==> src/rtl/lab1_sweeper.sv <==
// Truth-table sweeper: walks {A,B,C,D} through all 16 vectors, lets each one
// settle for SETTLE_CYCLES cycles, then captures Q_IN into TRUTH and tallies ONES.
module lab1_sweeper #(
  parameter int SETTLE_CYCLES = 1
) (
  input  logic        CLK,
  input  logic        RST,
  input  logic        START,
  input  logic        Q_IN,
  output logic        A,
  output logic        B,
  output logic        C,
  output logic        D,
  output logic [15:0] TRUTH,
  output logic [4:0]  ONES,
  output logic        BUSY,
  output logic        DONE
);

  localparam logic [1:0] S_IDLE   = 2'd0;
  localparam logic [1:0] S_DRIVE  = 2'd1;
  localparam logic [1:0] S_SAMPLE = 2'd2;
  localparam logic [1:0] S_DONE   = 2'd3;

  localparam logic [7:0] SETTLE_LAST = 8'(SETTLE_CYCLES - 1);

  logic [1:0]  state_q, state_d;
  logic [3:0]  idx_q,   idx_d;
  logic [7:0]  cnt_q,   cnt_d;
  logic [15:0] truth_q, truth_d;
  logic [4:0]  ones_q,  ones_d;
  logic [3:0]  abcd_q,  abcd_d;

  always_comb begin
    state_d = state_q;
    idx_d   = idx_q;
    cnt_d   = cnt_q;
    truth_d = truth_q;
    ones_d  = ones_q;
    case (state_q)
      S_IDLE, S_DONE: begin
        if (START) begin
          state_d = S_DRIVE;
          idx_d   = 4'd0;
          cnt_d   = 8'd0;
          truth_d = 16'h0000;
          ones_d  = 5'd0;
        end
      end
      S_DRIVE: begin
        cnt_d = cnt_q + 8'd1;
        if (cnt_q == SETTLE_LAST) state_d = S_SAMPLE;
      end
      S_SAMPLE: begin
        truth_d[idx_q] = Q_IN;
        ones_d         = ones_q + {4'd0, Q_IN};
        cnt_d          = 8'd0;
        // Last vector ends the sweep instead of wrapping the index.
        if (idx_q == 4'hF) begin
          state_d = S_DONE;
        end else begin
          idx_d   = idx_q + 4'd1;
          state_d = S_DRIVE;
        end
      end
      default: state_d = S_IDLE;
    endcase
    abcd_d = (state_d == S_DRIVE || state_d == S_SAMPLE) ? idx_d : 4'd0;
  end

  always_ff @(posedge CLK) begin
    if (RST) begin
      state_q <= S_IDLE;
      idx_q   <= 4'd0;
      cnt_q   <= 8'd0;
      truth_q <= 16'h0000;
      ones_q  <= 5'd0;
      abcd_q  <= 4'd0;
    end else begin
      state_q <= state_d;
      idx_q   <= idx_d;
      cnt_q   <= cnt_d;
      truth_q <= truth_d;
      ones_q  <= ones_d;
      abcd_q  <= abcd_d;
    end
  end

  assign {A, B, C, D} = abcd_q;
  assign TRUTH        = truth_q;
  assign ONES         = ones_q;
  assign BUSY         = (state_q == S_DRIVE) || (state_q == S_SAMPLE);
  assign DONE         = (state_q == S_DONE);

endmodule

==> config.mk <==
export PLATFORM = sky130hd
export DESIGN_NAME = lab1_sweeper
export DESIGN_NICKNAME = d
export VERILOG_FILES = /design/src/rtl/lab1_sweeper.sv
export SDC_FILE = /design/constraint.sdc
export NUM_CORES = 1
export LEC_CHECK = 0
export ABC_AREA = 1
export CAP_MARGIN = 15
export CORE_MARGIN = 10
export CORE_UTILIZATION = 25
export CTS_BUF_LIST = sky130_fd_sc_hd__clkbuf_4 sky130_fd_sc_hd__clkbuf_8 sky130_fd_sc_hd__clkbuf_16
export DETAILED_ROUTE_END_ITERATION = 10
export PLACE_DENSITY_LB_ADDON = 0.15
export SYNTH_ARGS = -nofsm -noshare
export SYNTH_HDL_FRONTEND = slang
export SYNTH_SLANG_ARGS = --single-unit
==> constraint.sdc <==
create_clock -name CLK -period 3.1 [get_ports CLK]
set_input_delay 0.93 -clock CLK [delete_from_list [all_inputs] [get_ports CLK]]
set_output_delay 0.93 -clock CLK [all_outputs]
set_load 0.005 [all_outputs]
==> flow_summary.json <==
{
  "synth_cell_types": 34,
  "worst_pin_slew_ns": 0.3302,
  "drive_above_1_share": 0.1341,
  "fp.dieH_um": 108.1,
  "crit_chain": "inv_1, ha_1, inv_2, clkdlybuf4s50_1",
  "final_common_cell": "nand2_1",
  "finalNonFillerCells": 378,
  "synth_seq_area_share": 0.4021,
  "track_usage": 0.08021,
  "skew_ns": 0.006719,
  "post_cts_resized": 0,
  "synth_top_family_by_area": "simple AND/OR/NAND/NOR gates",
  "dp_slack_ns": 0.6570,
  "postCtsHoldBufs": 0,
  "ys_warn_count": 0,
  "status": "finished, final reports clean",
  "n_antenna_cell": 0,
  "fmaxAchievable_mhz": 367.1,
  "path_clk_slew_ns": 0.08,
  "grt_pass1_vias": 1508,
  "multi_input_area_sq_mm": 0.001016,
  "h-tree-depth": 2,
  "netlist_instances": 242,
  "clk_latency_ns": 0.29,
  "synthAdderAreaFrac": 0.07088,
  "wire_per_inst_um": 11.93,
  "hold_viol": 0,
  "cp_max_fo": 5,
  "synth_compound_area_frac": 0.1643,
  "synth-seq-cells": 39,
  "fin_setup_tns_ns": 0,
  "final_nets": 290,
  "wirelength_um": 4510,
  "coreArea_sq_mm": 0.007647,
  "rows": 32,
  "dp.cells": 370,
  "avgSynthCellArea_sq_um": 8.024,
  "area_growth_pct": 25.32,
  "final_cell_mix": "nand2_1, dfxtp_1, clkdlybuf4s50_1",
  "ios": 31,
  "slew_viol_final": 0,
  "grt-ovfl-total": 0,
  "grt_pass1_wl_um": 7486,
  "yosys.area_share.simple": 0.2835,
  "yosys-top-cells-area": "dfxtp_1, nand2_1, ha_1",
  "drt_iter0_drc": 79,
  "maxCapViolations": 0,
  "min-delay-path-class": "flip-flop to flip-flop",
  "cts_setup_buffers": 0,
  "start_util": 0.2539,
  "syn_nets": 257,
  "fin_crit_sh": 0.8787,
  "cts_buffers": 5,
  "die-width_um": 108.1,
  "crit_type": "flip-flop to primary output",
  "port_buffers": 30,
  "r2r_slack_ns": 1.22,
  "die_area_sq_mm": 0.01169,
  "syn_area_sq_mm": 0.001942,
  "yosysTopAreaCellShare": 0.4021,
  "remaining_drc_errors": 0,
  "vias_per_cell": 4.275,
  "clock-sinks": 39,
  "yosysTopAreaCell": "dfxtp_1",
  "synth-xor-area-share": 0.004510,
  "drtPass1Iterations": 6,
  "crit_path_max_incr_delay_ns": 0.52,
  "seqCellArea_sq_um": 780.7,
  "crit_path_end_kind": "primary output",
  "power.density_mw_per_mm2": 533.8,
  "antenna_found_initial": 0,
  "place_congestion": 0.7513,
  "vias": 1616,
  "relSlewSlack": 0.7796,
  "vdd_drop_max_mv": 0.2592,
  "layout_setup_ws_ns": 0.3759,
  "rsz0062_at_grt": "no",
  "cp_data_arrival_time_ns": 1.79,
  "cts-root-buf": "clkbuf_8",
  "critPathSlowestCell": "clkdlybuf4s50_1",
  "start_kind": "flip-flop",
  "dp_hpwl_um": 3477,
  "leakage_nw": 0.9093,
  "setup_viol": 0,
  "fill_cells": 816,
  "cp_data_required_time_ns": 2.17,
  "cts.path.max_buffers": 2,
  "grt_start_max_net_pins": 17,
  "fin_util": 0.3182,
  "muxShareOfSynthArea": 0,
  "min_period_ns": 2.724,
  "cts_tree": "yes",
  "drtAntennaViolNets": 0
}
-- stage by stage --
stage / area, sq um / power (mW) / hold WS [ns]
after global placement: 2345 / 0.9703 / 0.4581
after global routing: 2434 / 1.392 / 0.4970
after CTS: 2434 / 1.324 / 0.4696
after floorplan: 1942 / 0.8784 / 0.4556
final: 2434 / 1.299 / 0.4656
after detailed placement: 2345 / 0.9673 / 0.4567
-- layout make-up --
class,count,share of cell area
Multi-Input combinational cell,169,0.4175
Clock buffer,6,0.03136
Timing Repair Buffer,32,0.1296
Inverter,28,0.04319
Tap cell,102,0.05244
Sequential cell,39,0.3208
Clock inverter,2,0.005141
-- critical path, delay by kind of cell, from the launching register on --
kind	cells	cell delay, ns
flops	1	0.44
fa+ha+maj	1	0.34
buf+inv	3	0.72
-- synth_stat cells --
| library cell | n |
|---|---|
| nand2_1 | 44 |
| dfxtp_1 | 39 |
| inv_1 | 23 |
| nor2_1 | 22 |
| a21oi_1 | 21 |
| ha_1 | 11 |
| o21ai_1 | 11 |
| nor2_2 | 7 |
| a211oi_1 | 6 |
| o311a_1 | 6 |
| inv_2 | 5 |
| nand2_2 | 5 |
| nand3_1 | 5 |
| nand4_1 | 4 |
| and3_1 | 3 |
| nor3_1 | 3 |
| a31oi_1 | 2 |
| buf_2 | 2 |
| buf_6 | 2 |
| clkbuf_1 | 2 |
| nor2_8 | 2 |
| nor3_2 | 2 |
| nor3b_1 | 2 |
| nor3b_2 | 2 |
| o21ai_0 | 2 |
| a21oi_2 | 1 |
| a22oi_1 | 1 |
| nand2_4 | 1 |
| nand3_2 | 1 |
| nor3_4 | 1 |
| nor4_1 | 1 |
| o211ai_1 | 1 |
| o21a_1 | 1 |
| xor2_1 | 1 |
-- layer usage --
| metal | wire, um | track usage |
|---|---|---|
| met3 | 337 | 0.03331 |
| met2 | 1801 | 0.1129 |
| met4 | 62 | 0.02863 |
| met1 | 2309 | 0.1066 |
| met5 | 0 | 0 |
-- state kept, by name, indices dropped and copies added (netlist names) --
signal,cells
TRUTH,16
state_q,2
ONES,5
idx_q,4
abcd_q,4
cnt_q,8
-- where the power goes --
part	leakage [nW]	internal, mW	total (mW)	switching (mW)
combinational	0.550	0.123	0.406	0.283
sequential	0.315	0.522	0.542	0.0203
clock	0.0446	0.166	0.352	0.185
total	0.909	0.811	1.30	0.488
-- worst paths after layout --
path               endpoint  cells past startpoint  startpoint
setup / recovery       BUSY                      4  state_q[0]
hold / removal    TRUTH[13]                      2   TRUTH[13]
setup reg to reg    ONES[4]                      9  state_q[0]
hold reg to reg   TRUTH[13]                      2   TRUTH[13]
-- cells by family after synthesis --
group / count (synthesis)
AOI/OAI and AO/OA: 52
buffers and inverters: 34
xor gates and xnor gates: 1
adders and majority gates: 11
DFF: 39
and+or+nand+nor: 105
No activity file was read; power rests on OpenSTA's default activity.
